**config.mk**
```make
export PLATFORM = sky130hd
export DESIGN_NAME = multicycle_control_flat
export DESIGN_NICKNAME = d
export VERILOG_FILES = /design/src/rtl/multicycle_control_if.sv /design/src/rtl/multicycle_control.sv /design/src/flat_wrapper.sv
export SDC_FILE = /design/constraint.sdc
export NUM_CORES = 1
export LEC_CHECK = 0
export ABC_AREA = 1
export BUFFER_PORTS_ARGS = -buffer_cell sky130_fd_sc_hd__buf_2
export CORE_MARGIN = 2
export CORE_UTILIZATION = 59
export DETAILED_ROUTE_END_ITERATION = 7
export PLACE_DENSITY = 0.86
export SLEW_MARGIN = 20
export SYNTH_ARGS = -nofsm -noshare
export SYNTH_HDL_FRONTEND = slang
export SYNTH_SLANG_ARGS = --single-unit
```
**constraint.sdc**
```tcl
create_clock -name clk -period 4.4 [get_ports clk]
set_input_delay 0.66 -clock clk [delete_from_list [all_inputs] [get_ports clk]]
set_output_delay 0.66 -clock clk [all_outputs]
set_load 0.1 [all_outputs]
```
**src/rtl/multicycle_control_if.sv**
```systemverilog
// Control/status bundle between the multi-cycle MIPS sequencer (master)
// and the datapath (slave).
// Optional build macro: MULTICYCLE_ILLEGAL_TRAP_EN adds the illegal_op flag.
interface multicycle_control_if #(
  parameter int RETIRE_W = 32
);
  // status from datapath
  logic [5:0]          opcode;
  logic                zero;
  logic                mem_ready;
  // controls to datapath
  logic                pc_en;
  logic                iord;
  logic                memwrite;
  logic                irwrite;
  logic                regdst;
  logic                memtoreg;
  logic                regwrite;
  logic                alusrca;
  logic [1:0]          alusrcb;
  logic [1:0]          aluop;
  logic [1:0]          pcsrc;
  // debug / bookkeeping
  logic [3:0]          state;
  logic [RETIRE_W-1:0] retire_cnt;
`ifdef MULTICYCLE_ILLEGAL_TRAP_EN
  logic                illegal_op;

  modport master (
    input  opcode, zero, mem_ready,
    output pc_en, iord, memwrite, irwrite, regdst, memtoreg, regwrite,
           alusrca, alusrcb, aluop, pcsrc, state, retire_cnt, illegal_op
  );

  modport slave (
    output opcode, zero, mem_ready,
    input  pc_en, iord, memwrite, irwrite, regdst, memtoreg, regwrite,
           alusrca, alusrcb, aluop, pcsrc, state, retire_cnt, illegal_op
  );
`else
  modport master (
    input  opcode, zero, mem_ready,
    output pc_en, iord, memwrite, irwrite, regdst, memtoreg, regwrite,
           alusrca, alusrcb, aluop, pcsrc, state, retire_cnt
  );

  modport slave (
    output opcode, zero, mem_ready,
    input  pc_en, iord, memwrite, irwrite, regdst, memtoreg, regwrite,
           alusrca, alusrcb, aluop, pcsrc, state, retire_cnt
  );
`endif
endinterface

```
**src/rtl/multicycle_control.sv**
```systemverilog
// Main sequencer for the multi-cycle MIPS datapath (Moore FSM, memory
// states stall on mem_ready).
// Optional build macro: MULTICYCLE_ILLEGAL_TRAP_EN -- unsupported opcodes
// lock the FSM in TRAP and raise illegal_op; otherwise they retire as NOPs.
//
// state   | code | meaning
// IDLE    | 0    | first cycle after reset
// FETCH   | 1    | read instruction at PC, PC+4 on mem_ready
// DECODE  | 2    | register read, branch target precompute
// MEMADR  | 3    | lw/sw effective address
// MEMRD   | 4    | data read, waits for mem_ready
// MEMWB   | 5    | MDR -> rt
// MEMWR   | 6    | data write, memwrite held until mem_ready
// EXECUTE | 7    | R-type ALU op
// ALUWB   | 8    | ALUOut -> rd
// BRANCH  | 9    | beq compare, PC <- ALUOut if zero
// IMMEXEC | 10   | immediate ALU op
// IMMWB   | 11   | ALUOut -> rt
// JUMP    | 12   | PC <- jump target
// TRAP    | 13   | illegal opcode lock (trap build only)
module multicycle_control #(
  parameter int RETIRE_W = 32
) (
  input  logic                  clk,
  input  logic                  reset_n,
  multicycle_control_if.master  bus
);

  typedef enum logic [3:0] {
    S_IDLE    = 4'd0,
    S_FETCH   = 4'd1,
    S_DECODE  = 4'd2,
    S_MEMADR  = 4'd3,
    S_MEMRD   = 4'd4,
    S_MEMWB   = 4'd5,
    S_MEMWR   = 4'd6,
    S_EXECUTE = 4'd7,
    S_ALUWB   = 4'd8,
    S_BRANCH  = 4'd9,
    S_IMMEXEC = 4'd10,
    S_IMMWB   = 4'd11,
    S_JUMP    = 4'd12,
    S_TRAP    = 4'd13
  } state_t;

  localparam logic [5:0] OP_RTYPE = 6'b000000;
  localparam logic [5:0] OP_J     = 6'b000010;
  localparam logic [5:0] OP_BEQ   = 6'b000100;
  localparam logic [5:0] OP_ADDI  = 6'b001000;
  localparam logic [5:0] OP_SLTI  = 6'b001010;
  localparam logic [5:0] OP_ANDI  = 6'b001100;
  localparam logic [5:0] OP_ORI   = 6'b001101;
  localparam logic [5:0] OP_LW    = 6'b100011;
  localparam logic [5:0] OP_SW    = 6'b101011;

  state_t              state_q, state_d;
  logic [RETIRE_W-1:0] retire_cnt_q, retire_cnt_d;

  logic       pcwrite, branch, retire;
  logic       iord, memwrite, irwrite, regdst, memtoreg, regwrite, alusrca;
  logic [1:0] alusrcb, aluop, pcsrc;

  // State register; reset aborts any instruction in flight.
  always_ff @(posedge clk or negedge reset_n) begin
    if (!reset_n) state_q <= S_IDLE;
    else          state_q <= state_d;
  end

  // Next state and per-state controls; everything defaults to 0.
  always_comb begin
    state_d  = state_q;
    pcwrite  = 1'b0;
    branch   = 1'b0;
    retire   = 1'b0;
    iord     = 1'b0;
    memwrite = 1'b0;
    irwrite  = 1'b0;
    regdst   = 1'b0;
    memtoreg = 1'b0;
    regwrite = 1'b0;
    alusrca  = 1'b0;
    alusrcb  = 2'b00;
    aluop    = 2'b00;
    pcsrc    = 2'b00;
    case (state_q)
      S_IDLE: state_d = S_FETCH;
      S_FETCH: begin
        alusrcb = 2'b01;
        // IR and PC must load only on the cycle the fetch completes.
        irwrite = bus.mem_ready;
        pcwrite = bus.mem_ready;
        if (bus.mem_ready) state_d = S_DECODE;
      end
      S_DECODE: begin
        alusrcb = 2'b11;
        case (bus.opcode)
          OP_LW, OP_SW:                      state_d = S_MEMADR;
          OP_RTYPE:                          state_d = S_EXECUTE;
          OP_BEQ:                            state_d = S_BRANCH;
          OP_ADDI, OP_ANDI, OP_ORI, OP_SLTI: state_d = S_IMMEXEC;
          OP_J:                              state_d = S_JUMP;
          default: begin
`ifdef MULTICYCLE_ILLEGAL_TRAP_EN
            state_d = S_TRAP;
`else
            state_d = S_FETCH;
            retire  = 1'b1;
`endif
          end
        endcase
      end
      S_MEMADR: begin
        alusrca = 1'b1;
        alusrcb = 2'b10;
        state_d = (bus.opcode == OP_SW) ? S_MEMWR : S_MEMRD;
      end
      S_MEMRD: begin
        iord = 1'b1;
        if (bus.mem_ready) state_d = S_MEMWB;
      end
      S_MEMWB: begin
        memtoreg = 1'b1;
        regwrite = 1'b1;
        state_d  = S_FETCH;
        retire   = 1'b1;
      end
      S_MEMWR: begin
        iord     = 1'b1;
        memwrite = 1'b1;
        if (bus.mem_ready) begin
          state_d = S_FETCH;
          retire  = 1'b1;
        end
      end
      S_EXECUTE: begin
        alusrca = 1'b1;
        aluop   = 2'b10;
        state_d = S_ALUWB;
      end
      S_ALUWB: begin
        regdst   = 1'b1;
        regwrite = 1'b1;
        state_d  = S_FETCH;
        retire   = 1'b1;
      end
      S_IMMEXEC: begin
        alusrca = 1'b1;
        alusrcb = 2'b10;
        aluop   = 2'b11;
        state_d = S_IMMWB;
      end
      S_IMMWB: begin
        regwrite = 1'b1;
        state_d  = S_FETCH;
        retire   = 1'b1;
      end
      S_BRANCH: begin
        alusrca = 1'b1;
        aluop   = 2'b01;
        pcsrc   = 2'b01;
        branch  = 1'b1;
        state_d = S_FETCH;
        retire  = 1'b1;
      end
      S_JUMP: begin
        pcsrc   = 2'b10;
        pcwrite = 1'b1;
        state_d = S_FETCH;
        retire  = 1'b1;
      end
`ifdef MULTICYCLE_ILLEGAL_TRAP_EN
      S_TRAP: state_d = S_TRAP;
`endif
      default: state_d = S_IDLE;
    endcase
  end

  // Retire count advances on the same edge that returns to FETCH.
  always_comb begin
    retire_cnt_d = retire_cnt_q;
    if (retire) retire_cnt_d = retire_cnt_q + RETIRE_W'(1);
  end

  // Retired-instruction counter, wraps naturally.
  always_ff @(posedge clk or negedge reset_n) begin
    if (!reset_n) retire_cnt_q <= '0;
    else          retire_cnt_q <= retire_cnt_d;
  end

  assign bus.pc_en      = pcwrite | (branch & bus.zero);
  assign bus.iord       = iord;
  assign bus.memwrite   = memwrite;
  assign bus.irwrite    = irwrite;
  assign bus.regdst     = regdst;
  assign bus.memtoreg   = memtoreg;
  assign bus.regwrite   = regwrite;
  assign bus.alusrca    = alusrca;
  assign bus.alusrcb    = alusrcb;
  assign bus.aluop      = aluop;
  assign bus.pcsrc      = pcsrc;
  assign bus.state      = state_q;
  assign bus.retire_cnt = retire_cnt_q;
`ifdef MULTICYCLE_ILLEGAL_TRAP_EN
  assign bus.illegal_op = (state_q == S_TRAP);
`endif

endmodule

```
**src/flat_wrapper.sv**
```systemverilog
// flat-port wrapper written by rule: the top's interface ports become plain ports
module multicycle_control_flat 
#(
  parameter int RETIRE_W = 32
)
  (clk, reset_n, bus_opcode, bus_zero, bus_mem_ready, bus_pc_en, bus_iord, bus_memwrite, bus_irwrite, bus_regdst, bus_memtoreg, bus_regwrite, bus_alusrca, bus_alusrcb, bus_aluop, bus_pcsrc, bus_state, bus_retire_cnt);
  multicycle_control_if #(.RETIRE_W(RETIRE_W)) bus_i ();
  input  logic clk;
  input  logic reset_n;
  input wire logic [$bits(bus_i.opcode)-1:0] bus_opcode;
  input wire logic [$bits(bus_i.zero)-1:0] bus_zero;
  input wire logic [$bits(bus_i.mem_ready)-1:0] bus_mem_ready;
  output wire logic [$bits(bus_i.pc_en)-1:0] bus_pc_en;
  output wire logic [$bits(bus_i.iord)-1:0] bus_iord;
  output wire logic [$bits(bus_i.memwrite)-1:0] bus_memwrite;
  output wire logic [$bits(bus_i.irwrite)-1:0] bus_irwrite;
  output wire logic [$bits(bus_i.regdst)-1:0] bus_regdst;
  output wire logic [$bits(bus_i.memtoreg)-1:0] bus_memtoreg;
  output wire logic [$bits(bus_i.regwrite)-1:0] bus_regwrite;
  output wire logic [$bits(bus_i.alusrca)-1:0] bus_alusrca;
  output wire logic [$bits(bus_i.alusrcb)-1:0] bus_alusrcb;
  output wire logic [$bits(bus_i.aluop)-1:0] bus_aluop;
  output wire logic [$bits(bus_i.pcsrc)-1:0] bus_pcsrc;
  output wire logic [$bits(bus_i.state)-1:0] bus_state;
  output wire logic [$bits(bus_i.retire_cnt)-1:0] bus_retire_cnt;
  assign bus_i.opcode = bus_opcode;
  assign bus_i.zero = bus_zero;
  assign bus_i.mem_ready = bus_mem_ready;
  assign bus_pc_en = bus_i.pc_en;
  assign bus_iord = bus_i.iord;
  assign bus_memwrite = bus_i.memwrite;
  assign bus_irwrite = bus_i.irwrite;
  assign bus_regdst = bus_i.regdst;
  assign bus_memtoreg = bus_i.memtoreg;
  assign bus_regwrite = bus_i.regwrite;
  assign bus_alusrca = bus_i.alusrca;
  assign bus_alusrcb = bus_i.alusrcb;
  assign bus_aluop = bus_i.aluop;
  assign bus_pcsrc = bus_i.pcsrc;
  assign bus_state = bus_i.state;
  assign bus_retire_cnt = bus_i.retire_cnt;
  multicycle_control #(.RETIRE_W(RETIRE_W)) u_core (.clk(clk), .reset_n(reset_n), .bus(bus_i));
endmodule
```
Yosys cells after proc, flatten, opt, wreduce, memory -nomap -nowiden. Index checks and enable logic that the tools add are counted.

Word-level logic and storage cells: 61. Bits in latches: 0. Memory bits (writable): 0. Input bits: 10. Output and inout bits: 50. Bits in read-only memories: 0. Memories kept: 0. Flip-flop bits (word level): 36.

Shift-type cells: 0. $add $sub $neg: 1. Multiply operators: 0. Divide/modulo/power cells: 0. Bitwise operators: 2. $lt $le $gt $ge: 0. Multiplexer cells: 21. Reductions and logical operators: 12. Equality and inequality tests: 23.

Operators with widths (number): 32-bit by 1-bit adder with 32-bit output, second input constant (1); 4-bit case mux with 8 select lines (1); 6-bit by 4-bit == test with 1-bit output, second input constant (4); 4-bit == test, second input constant (5); 4-bit case mux with 5 select lines (1); 4-bit by 3-bit == test with 1-bit output, second input constant (4); 6-bit == test, second input constant (2); 4-bit two-way mux (3); 2-bit case mux with 3 select lines (2); 1-bit two-way mux (10); 9-bit OR reduction (1); 4-bit by 2-bit == test with 1-bit output, second input constant (2); 4-bit OR reduction (2); 6-bit by 2-bit == test with 1-bit output, second input constant (1); 6-bit by 3-bit == test with 1-bit output, second input constant (1); 6-bit zero test (1); 2-bit != test, second input constant (3); 2-bit OR reduction (3); 6-bit OR reduction (1); 5-bit OR reduction (1); 4-bit by 1-bit == test with 1-bit output, second input constant (1); 4-bit zero test (1); 2-bit case mux with 2 select lines (1); 1-bit case mux with 3 select lines (1); 6 further kinds (6).

Logic depth before layout (Yosys ltp).
Depth in word-level cells: 4. Depth in mapped cells: 10. Depth with buffers taken out: 10.

Worst setup path after synthesis. No wires, ideal clock.

Path kind: reg-to-output. Start point: register u_core.state_q[2] (netlist: u_core.bus.state[2]). End point: output bus_aluop[1]. Path buffers: 0. Required time: 3740 ps. Arrival: 3489 ps. Stages on the path, launching flop included: 5. Setup slack: 251 ps. Cells stage by stage: dfrtp_1 inv_2 nor2_2 inv_1 o21ai_0.

Cells in the longest elaborated chain, start to end: 2. Elaborated cells on any way between the ends: 4. Classes of those cells: eq/ne: 3; mux: 1.

RTL lines: start: declaration (RTL line multicycle_control.sv:56) `state_t state_q, state_d;`; start signal: assignment (RTL line multicycle_control.sv:66) `else state_q <= state_d;`; 4-bit == test or 4-bit by 3-bit == test with 1-bit output (tied branches) (RTL line multicycle_control.sv:85) `case (state_q)`; 2-bit case mux with 3 select lines (*) (RTL line multicycle_control.sv:85); end: declaration (RTL line flat_wrapper.sv:22) `output wire logic [$bits(bus_i.aluop)-1:0] bus_aluop;`.

Every way passes the cells marked *; elsewhere a longest branch is shown, timed or not.

Worst setup path in the final report.
Start point: register u_core.state_q[0] (netlist: u_core.bus.state[0]). End point: register u_core.retire_cnt_q[3] (netlist: u_core.bus.retire_cnt[3]).

Cells in the longest elaborated chain, start to end: 3. Elaborated cells on any way between the ends: 9. Classes of those cells: eq/ne: 7; mux: 1; reduce/logical: 1.

RTL lines: 4-bit by 3-bit == test with 1-bit output or 4-bit == test (tied branches) (RTL line multicycle_control.sv:85); 5-bit OR reduction (no line); 1-bit case mux with 3 select lines (*) (RTL line multicycle_control.sv:85); end signal: assignment (RTL line multicycle_control.sv:187) `else retire_cnt_q <= retire_cnt_d;`; end: declaration (RTL line multicycle_control.sv:57) `logic [RETIRE_W-1:0] retire_cnt_q, retire_cnt_d;`.

Marks and branches as above. A chain may end at the register's enable or synchronous reset.

==> results.md <==
- Outcome: complete, no violations
- CTS buffer count: 5
- Synth area leader: dfrtp_1
- EDFF count, synth: 0
- Worst path arrival time: about 2.8 ns
- Antenna cells: 0
- Setup violators final: 0
- Slew @ Worst Pin: around 0.80 ns
- Maximum clock rate: between 0.3 and 0.4 GHz
- HPWL Detailed: between 5000 and 6000 µm
- Final worst-path cycle share: roughly 58%
- #FFs+latches synth: 36
- Worst path most repeated cell: nand2_1
- Top cell type's share of synthesized area: roughly 34%
- Worst setup SP type: flip-flop
- Largest net degree at the start of global routing: 37
- Post-synth top cells: nand2_1 (198), nor2_1 (71), nand3_1 (55)
- CTS tree: done
- WP buf/inv: 1
- Setup bufs post-CTS: 0
- Die footprint: 0.00511 mm²
- Asr flop ratio synth: between 90% and 100%
- Clock insertion delay at the later pin of the skew report: ~0.29 ns
- Crit-path max cell delay: between 0.7 and 0.8 ns
- Mapped Area: between 0.002 and 0.003 mm²
- Critical Path Slowest Stage Cell: nand2_2
- I/O Pins: 60
- Critical path class: reg -> reg
- Residual DRC count: 0
- Clock Path Buffers: 2
- DRT iter0 DRCs: 150
- Worst VDD drop: 0.866 mV
- First-pass detailed-route iteration total: 4
- Pleak: roughly 1.7 nW
- Distinct cells, synth: 21
- First-pass GRT wire length: between 10000 and 15000 µm
- WP data required: roughly 4.6 ns
- Syn nets: around 460
- RSZ-0062 raised after global routing: false
- Share of cells above drive strength 1: 15.0%
- Setup crit end kind: flip-flop
- Core Util, Final: between 70% and 80%
- Worst Hold Class: in -> async
- Crit-path max FO: 33
- Synth Flop Type: dfrtp_1
- Post-Syn Area per Cell: 5.99 µm²
- Overflow after GRT: 0
- Layout Skew: between 0.004 and 0.005 ns
- Vias in the first global route: between 2000 and 3000
- Initial antenna violation count: 0
- Seq/Total Area, Yosys: between 30% and 40%
- GRT Total Usage: 27.8%
- Syn Inst Count: 448
- Count leader, synth: nand2_1
- Via count: slightly below 3000
- Max Cap Viol: 0
- GP Congestion: just under 1
- CTS H-tree lvls: 2
- Fin. max-slew vios: 0
- Initial Util: around 61%
- Std-Cell Rows: 24
- Post-CTS Hold Buffers: 0
- Min Tclk post-route: 2.54 ns
- Width of the die: 71.5 µm
- Routed WL per cell: 12.1 µm
- Crit-path leading delay family: simple AND/OR/NAND/NOR gates
- Cells along the critical path: nor2_1 -> inv_1 -> nor2_2 -> nand3_2 -> nand2_2 -> nand2_1 -> nand2_1
- Core area: approximately 0.0044 mm²
- CTS resizes: 0
- Routed wire length: between 6000 and 7000 µm
- Slew HR: a little under half
- YS warnings: 0
- Vias per cell: 5.23
- Pwr dens: 510 mW/mm²
- Synth top area cells: dfrtp_1 (34%), nand2_1 (28%), nand3_1 (10%), nor2_1 (9.9%), inv_1 (5.7%)
- Die Height: 71.5 µm
- Final nets: 517
- Synthesis-to-finish area growth: 14.9%
- Clock Root Buffer: clkbuf_8
- Setup TNS: 0 ns
- Final hold viol count: 0
- Antenna Nets Post-Route: 0
- # clock sinks: 36
- Worst-path clk slew: roughly 0.070 ns
- IO buf count: between 50 and 60
## final cells by class
class	instances	area, µm²
Clock buffer	7	96.3
Fill cell	397	1300
Inverter	44	165
Multi-Input combinational cell	359	1560
Sequential cell	36	901
Tap cell	52	65.1
Timing Repair Buffer	60	303
## worst paths after layout
path | depth (start not counted) | start | slack (ns) | endpoint
worst max-delay path | 7 | u_core.bus.state[0] | 1.86 | u_core.bus.retire_cnt[3]
worst min-delay path | 1 | reset_n | 0.46 | u_core.bus.retire_cnt[2]
worst max register to register | 7 | u_core.bus.state[0] | 1.86 | u_core.bus.retire_cnt[3]
worst min register to register | 2 | u_core.bus.retire_cnt[31] | 0.60 | u_core.bus.retire_cnt[31]
max in group asynchronous | 1 | reset_n | 3.44 | u_core.bus.retire_cnt[16]
min in group clk | 2 | u_core.bus.retire_cnt[31] | 0.60 | u_core.bus.retire_cnt[31]
## per-stage QoR
| stage | hold slack, ns | setup slack [ns] | std cells | power (W) | instance area [µm²] |
|---|---|---|---|---|---|
| 4_1_cts | 0.481 | 1.86 | 558 | 0.00158 | 3090 |
| 6_report | 0.458 | 1.86 | 558 | 0.00157 | 3090 |
| 3_5_place_dp | 0.582 | 1.60 | 551 | 0.00132 | 2990 |
| 2_1_floorplan | 0.364 | 0.251 | 448 | 0.00121 | 2690 |
| 3_3_place_gp | 0.550 | 1.73 | 551 | 0.00131 | 2990 |
| 5_1_grt | 0.520 | 1.58 | 558 | 0.00165 | 3090 |
## sequential cells by signal, summed over array words and instances, names as in the netlist
register	flops
u_core.bus.retire_cnt	32
u_core.bus.state	4
## kinds of logic (layout without fill, tap and decap cells)
kind of cell	Yosys count	after routing	share of synthesized area (%)
compound gates	11	11	2.33
xor+xnor	15	15	4.89
fa+ha+maj	1	1	0.466
buf+inv	53	111	8.53
flops	36	36	33.6
simple gates	332	332	50.2
## cells in the final DEF, fill, tap and decap left out, drive strengths merged
cell type	instances
inv	44
nor2	74
nand4	2
a21o	1
nand3	56
clkbuf	7
a31oi	1
dfrtp	36
o21ai	6
nor3	1
a21oi	2
xor2	10
ha	1
a211o	1
nand2	199
buf	60
xnor2	5
## metal layers
layer | vias to the layer above | wire, µm | track usage, %
met5 | - | 0 | 0
met4 | 0 | 53 | 5.87
met1 | 1325 | 3090 | 38.6
met3 | 7 | 374 | 4.36
met2 | 90 | 3220 | 46.3
li1 | 1494 | - | -
## worst reg2reg max path, delay by kind of cell (launching register included)
kind / cells / cell delay, ns
AND/OR/NAND/NOR: 6 / 1.94
buffers and inverters: 1 / 0.10
flip-flops: 1 / 0.43
## power breakdown
group	switching [W]	leakage (nW)	internal, W
clock network	0.000115	0.0503	0.000139
logic	0.000760	1.20	0.000139
registers	0.0000534	0.494	0.000365
total	0.000929	1.75	0.000643
Note: power is estimated with default switching activity, not from simulation.
